## src/rtl/imm_extender_pipe.sv

```systemverilog
// imm_extender_pipe
//
// Pipelined immediate extender for the ARM datapath. The 24-bit instruction
// immediate field is decoded according to ImmSrc at pipe entry. The result
// (extended immediate, shifter carry-out and illegal-mode flag) is then carried
// through STAGES register stages with valid/ready flow control.
//
// Parameters
//   OUT_W   width of ExtImm (>= 32); bits above 31 follow each mode's rule
//   STAGES  number of register stages (1..4) = latency in cycles
//   ROT_EN  1: mode 0 decodes imm8 ror 2*rot; 0: mode 0 zero-extends imm8
//
// Ports
//   clk        rising-edge clock
//   reset      asynchronous, active-high reset
//   flush      synchronous; discards all in-flight entries
//   in_valid   Instr/ImmSrc valid
//   in_ready   block can accept this cycle
//   Instr      instruction bits [23:0]
//   ImmSrc     extension mode (0 rot-imm8, 1 imm12, 2 branch offset, 3 illegal)
//   out_valid  ExtImm/ShCarry/Ill valid
//   out_ready  consumer accepts this cycle
//   ExtImm     extended immediate
//   ShCarry    rotate carry-out (mode 0 only)
//   Ill        ImmSrc==3 was presented
module imm_extender_pipe #(
  parameter int OUT_W  = 32,
  parameter int STAGES = 2,
  parameter int ROT_EN = 1
) (
  input  logic             clk,
  input  logic             reset,
  input  logic             flush,
  input  logic             in_valid,
  output logic             in_ready,
  input  logic [23:0]      Instr,
  input  logic [1:0]       ImmSrc,
  output logic             out_valid,
  input  logic             out_ready,
  output logic [OUT_W-1:0] ExtImm,
  output logic             ShCarry,
  output logic             Ill
);

  // One pipe entry is packed as {ill, carry, imm}.
  localparam int ENTRY_W = OUT_W + 2;

  // ---------------------------------------------------------------------------
  // Entry decode
  // ---------------------------------------------------------------------------
  logic [31:0]      rotBase;
  logic [5:0]       rotAmt;
  logic [31:0]      rotVal;
  logic [OUT_W-1:0] entryImm;
  logic             entryCarry;
  logic             entryIll;

  assign rotBase = {24'b0, Instr[7:0]};
  assign rotAmt  = {1'b0, Instr[11:8], 1'b0};
  // Rotate right within 32 bits. With rotAmt==0 the left shift is by 32 and
  // contributes nothing, so no special case is needed.
  assign rotVal  = (rotBase >> rotAmt) | (rotBase << (6'd32 - rotAmt));

  always_comb begin
    entryImm   = '0;
    entryCarry = 1'b0;
    entryIll   = 1'b0;
    case (ImmSrc)
      2'd0: begin
        if (ROT_EN != 0) begin
          entryImm[31:0] = rotVal;
          // Carry-out only exists when a rotation actually took place.
          entryCarry     = (Instr[11:8] != 4'd0) && rotVal[31];
        end else begin
          entryImm[7:0] = Instr[7:0];
        end
      end
      2'd1: entryImm[11:0] = Instr[11:0];
      2'd2: begin
        // Branch offset: word offset scaled by 4, sign-extended to OUT_W.
        entryImm       = {OUT_W{Instr[23]}};
        entryImm[25:0] = {Instr, 2'b00};
      end
      default: entryIll = 1'b1;
    endcase
  end

  // ---------------------------------------------------------------------------
  // Pipeline stages
  // ---------------------------------------------------------------------------
  logic [STAGES-1:0]              stageValid;
  logic [STAGES-1:0][ENTRY_W-1:0] stageData;
  logic [STAGES-1:0]              feedValid;
  logic [STAGES-1:0][ENTRY_W-1:0] feedData;
  logic [STAGES-1:0]              loadOk;
  logic                           chainOk;

  // What each stage would capture: stage 0 takes the decoded input, every
  // later stage takes its predecessor.
  for (genvar gi = 0; gi < STAGES; gi++) begin : gFeed
    if (gi == 0) begin : gFirst
      assign feedValid[gi] = in_valid;
      assign feedData[gi]  = {entryIll, entryCarry, entryImm};
    end else begin : gNext
      assign feedValid[gi] = stageValid[gi-1];
      assign feedData[gi]  = stageData[gi-1];
    end
  end

  // A stage may load when it is empty or its contents are moving on. The
  // chain runs from the output back to stage 0, so a consumer accepting this
  // cycle frees space all the way up without a bubble.
  always_comb begin
    chainOk = out_ready;
    loadOk  = '0;
    for (int k = STAGES - 1; k >= 0; k--) begin
      chainOk   = !stageValid[k] || chainOk;
      loadOk[k] = chainOk;
    end
  end

  always_ff @(posedge clk or posedge reset) begin
    if (reset) begin
      stageValid <= '0;
      stageData  <= '0;
    end else if (flush) begin
      // Only the valid bits clear; data registers keep their last contents.
      stageValid <= '0;
    end else begin
      for (int k = 0; k < STAGES; k++) begin
        if (loadOk[k]) begin
          stageValid[k] <= feedValid[k];
          // Data only updates with a real entry, so idle outputs hold.
          if (feedValid[k]) begin
            stageData[k] <= feedData[k];
          end
        end
      end
    end
  end

  // ---------------------------------------------------------------------------
  // Outputs
  // ---------------------------------------------------------------------------
  assign in_ready  = !reset && !flush && loadOk[0];
  assign out_valid = stageValid[STAGES-1];
  assign {Ill, ShCarry, ExtImm} = stageData[STAGES-1];

endmodule

```

## config.mk

```make
export PLATFORM = sky130hd
export DESIGN_NAME = imm_extender_pipe
export DESIGN_NICKNAME = d
export VERILOG_FILES = /design/src/rtl/imm_extender_pipe.sv
export SDC_FILE = /design/constraint.sdc
export NUM_CORES = 1
export LEC_CHECK = 0
export BUFFER_PORTS_ARGS = -buffer_cell sky130_fd_sc_hd__buf_2
export CAP_MARGIN = 20
export CORE_ASPECT_RATIO = 1.4
export CORE_UTILIZATION = 40
export DETAILED_ROUTE_END_ITERATION = 10
export PLACE_DENSITY_LB_ADDON = 0.25
export SETUP_SLACK_MARGIN = 0.15
export SYNTH_ARGS = -nofsm -noshare
export SYNTH_HDL_FRONTEND = slang
export SYNTH_SLANG_ARGS = --single-unit
```

## constraint.sdc

```tcl
create_clock -name clk -period 2 [get_ports clk]
set_clock_uncertainty 0.15 [all_clocks]
set_input_delay 0.1 -clock clk [delete_from_list [all_inputs] [get_ports clk]]
set_output_delay 0.1 -clock clk [all_outputs]
set_load 0.05 [all_outputs]
```

After elaboration in Yosys (flattened, before gate mapping)

Index checks and enable logic that the tools add are counted.

Register bits after elaboration: 70
Output and inout bits: 36
Word-level logic and storage cells: 34
Input bits: 31

$add $sub $neg: 1
Shifts and indexed selects: 2
Equality and inequality tests: 2
Bitwise logic cells: 2
Reductions and logical operators: 16
Multiplexer cells: 7

Operator list:

| kind                                                                   | count |
|---|---|
| 20-bit case mux with 2 select lines                                    | 1 |
| 12-bit case mux with 3 select lines                                    | 1 |
| 32-bit OR                                                              | 1 |
| 8-bit by 6-bit << shifter with 32-bit output                           | 1 |
| 8-bit by 5-bit right shift with 32-bit output                          | 1 |
| 3-bit AND reduction                                                    | 2 |
| 6-bit by 5-bit subtractor with 6-bit output (first input constant)     | 1 |
| 1-bit zero test                                                        | 4 |
| 1-bit 2-to-1 mux                                                       | 4 |
| 2-bit nonzero test                                                     | 2 |
| 4-bit nonzero test                                                     | 1 |
| 1-bit logical AND                                                      | 3 |
| 3-bit OR reduction                                                     | 1 |
| 2-bit by 1-bit equality test with 1-bit output (second input constant) | 1 |
| 2-bit equality test (second input constant)                            | 1 |
| 2-bit zero test                                                        | 1 |
| 1-bit logical OR                                                       | 2 |
| 2-bit 2-to-1 mux                                                       | 1 |
| 1-bit inverter                                                         | 1 |

Longest topological paths before layout

Depth after elaboration: 5
Gate-level depth with buffers: 10
Depth with buffers taken out: 7

Least setup slack after synthesis

Ideal clock, no wire load.

Path type: input-to-output
From: input port reset
To: output port in_ready
Setup slack: -0.482 ns
Buffers on the path: 0
Arrival: 2.232 ns
Data required time: 1.750 ns
Stages on the path: 2
Cell sequence: inv_1 -> and3_1

Longest elaborated chain between the ends: 3

RTL lines:

| element                         | RTL line | RTL |
|---|---|---|
| from (decl)                     | 32       | `input logic reset,` |
| 1-bit zero test                 | 145      | `assign in_ready = !reset && !flush && loadOk[0];` |
| 1-bit logical AND (2 in series) | 145      |  |
| to (decl)                       | 35       | `output logic in_ready,` |

No other way between the ends.

Worst setup path in the final report

From: register stageValid[1]
To: register stageData (netlist bit feedData[64])

Longest elaborated chain between the ends: 4

RTL lines:

| element                              | RTL line | RTL |
|---|---|---|
| from (decl)                          | 91       | `logic [STAGES-1:0] stageValid;` |
| from (signal, indexed assignment)    | 132      | `stageValid[k] <= feedValid[k];` |
| 1-bit zero test                      | 117      | `chainOk = !stageValid[k] \|\| chainOk;` |
| 1-bit logical OR (2 in series)       | 117      |  |
| 3-bit AND reduction (no source line) | --       |  |
| to (signal, indexed assignment)      | 135      | `stageData[k] <= feedData[k];` |
| to (decl)                            | 92       | `logic [STAGES-1:0][ENTRY_W-1:0] stageData;` |

No other way between the ends.
A chain may end at the register's enable or synchronous reset.

==> impl_metrics.csv <==
group,metric,value,unit
grt,grt_max_degree,71,
route,vias,3233,
die,coreArea,8610,sq um
place,hpwl,7560,microns
timing,worst_pin_slew,502,ps
yosys,yosysTopAreaCell,"dfrtp_1",
final_layout,layout.nets,486,
timing,max_freq,0.562,GHz
route,via_per_inst,5.73,
final_layout,register_area,1750,sq um
grt,antenna_found_initial,0,
yosys,seq_area_frac_synth,49.1,%
place,dpl-instance-area,4340,sq um
final_layout,multi_input_area,1740,sq um
timing,finalSetupTns,0,ps
power,p_per_area,1040,nW/um^2
timing,setup_viol,0,
die,die_height,114,microns
final_layout,drive_gt1_share,38.8,%
grt,grt.total_usage,24.0,%
clock_tree,cts_tree,"yes",
timing,grt_setup_unrepaired,"no",
place,gp_congestion,0.937,
critical_path,critPathRequiredTime,2120,ps
place,io_buffers,66,
power,ir_drop,0.000624,V
yosys,ys.flop_type,"dfrtp_1",
run_status,status,"complete, no violations",
die,ioPinCount,67,
critical_path,worstPathMaxFanout,6,
critical_path,cp-start-kind,"flop",
yosys,synth_area_leaders,"dfrtp_1 49%, mux2_2 12%, nor2_1 3.9%, a221oi_1 2.9%, a21oi_1 2.8%",
clock_tree,clock-sinks,70,
timing,slew_violations,0,
yosys,synth_top_area_share,49.1,%
route,ant_nets,0,
power,leakage,2.19,nW
yosys,syn-cell-area,3570,sq um
critical_path,cp.arrival,1900,ps
route,drt_pass1_iterations,5,
yosys,yosysMostFrequentCell,"dfrtp_1",
grt,overflow,0,
clock_tree,cts_root_buf,"clkbuf_16",
final_layout,fill_cells,797,
clock_tree,clockBufferDepth,2,
die,rows,40,
die,start_util,41.5,%
yosys,async_reset_ff_share,100,%
power,total_power,0.00500,W
route,wl_per_cell,18.5,microns
yosys,synthCells,342,
final_layout,area_delta_synth_final,34.6,%
yosys,synth_cell_types,53,
yosys,syn_avg_cell_area,10.4,sq um
clock_tree,ctsHtreeMaxLevel,3,
clock_tree,insertion_delay,330,ps
route,routed_wl,10400,microns
timing,final_hold_viol_count,0,
run,cap_violations,0,
final_layout,finalInstanceArea,4800,sq um
die,dieArea,9310,sq um
yosys,synth_edf_count,0,
clock_tree,clkTransAtPathRegs,50,ps
clock_tree,cts_buffers,9,
timing,min_period,1780,ps
timing,max_slew_margin,66.5,%
yosys,ys_warn_count,0,
yosys,synth.net_count,374,
min_path,hold_class,"input port to flop",
final_layout,antenna_cells,0,
grt,grt_pass1_vias,3129,
die,fp.dieW,81.8,microns
route,drcViolationCount,0,
yosys,ys_ff_latch,70,
route,drtIter0Drc,226,
critical_path,worstSetupPathType,"flop to flop",
timing,final.period_utilization,88.9,%
critical_path,endpoint_kind,"flop",
clock_tree,postCtsSetupRepairBufs,0,
grt,grt_pass1_wl,16400,microns
yosys,synth_top_cells_by_count,"70 x dfrtp_1, 38 x mux2_2, 37 x nor2_1",
==> stage by stage <==
stage / hold slack, ps / instances / worst slack [ps] / utilization (%)
2_1_floorplan: 12.7 / 342 / 155 / -
3_3_place_gp: 134 / 533 / 38.2 / 50.5
3_5_place_dp: 145 / 533 / 54.7 / 50.5
4_1_cts: 14.4 / 564 / 164 / 55.7
5_1_grt: 53.8 / 564 / 122 / 55.8
6_report: 27.0 / 564 / 221 / 55.8
==> logic make-up (layout without fill, tap and decap cells) <==
logic type                 Yosys count  count (layout)  share of synthesized area (%)
and+or+nand+nor                    106             106                           14.9
AOI/OAI and AO/OA                   87              87                           17.7
DFF                                 70              70                           49.1
muxes                               46              46                           14.2
buffers and inverters               31             148                           3.47
adders and majority gates            1               1                          0.351
xor gates and xnor gates             1               1                          0.245
==> final timing paths <==
| check | cells past startpoint | startpoint | slack, ps | end |
|---|---|---|---|---|
| worst max-delay path | 5 | stageValid[1]$_DFFE_PP0P_ | 220 | feedData[64]$_DFFE_PP0P_ |
| worst min-delay path | 4 | Instr[23] | 30 | feedData[61]$_DFFE_PP0P_ |
| worst max register to register | 5 | stageValid[1]$_DFFE_PP0P_ | 220 | feedData[64]$_DFFE_PP0P_ |
| worst min register to register | 2 | feedData[36]$_DFFE_PP0P_ | 330 | feedData[36]$_DFFE_PP0P_ |
| max in group asynchronous | 4 | reset | 1070 | stageValid[1]$_DFFE_PP0P_ |
| min in group asynchronous | 4 | reset | 310 | ExtImm[13]$_DFFE_PP0P_ |
==> metal layers <==
layer	global-route usage (%)	routed length, microns
met1	30.6	4250
met3	5.20	570
met5	0	0
met4	10.5	239
met2	38.6	5370
==> registers in the layout (all words and copies together), names as in the netlist <==
register    cells
feedData       34
ShCarry         1
ExtImm         32
stageValid      2
Ill             1
==> layout by cell type (no fill, tap or decap), drive strengths merged, types with 3 or more instances in the layout <==
cell type	instances
nand3b	5
nor3b	4
mux2i	8
clkbuf	13
nor2	37
o211ai	3
inv	6
nor2b	5
a31oi	4
buf	110
o21ai	10
dfrtp	70
nand3	5
o21a	5
a2bb2oi	3
a221o	4
o22ai	9
dlygate4sd3	15
and3	3
nand2	23
mux2	38
a21oi	20
a221oi	12
nor3	8
nand2b	3
==> power breakdown <==
group	total (W)	switching, W	internal, W
combinational	0.00158	0.00107	0.000514
sequential	0.00181	0.000129	0.00168
clock	0.00161	0.000576	0.00103
==> cell type report <==
type	count	share of cell area, %
Timing Repair Buffer	125	17.7
Tap cell	105	2.74
Clock buffer	13	5.42
Clock inverter	3	0.886
Multi-Input combinational cell	241	36.1
Sequential cell	70	36.5
Inverter	7	0.677
==> critical path: stages, from the launching register on <==
cell and delay [ps]:
dfrtp_2 410, nand3b_1 150, and3_1 370, nand3_1 190, nor3_2 250, a221o_1 190
==> timing repair <==
action | 4_1_cts | 5_1_grt
resized for setup | 0 | 2
endpoints found under the setup margin | 0 | 4
hold buffers | 15 | 0
hold endpoints to repair | 83 | 0
(Power assumes the default switching activity.)
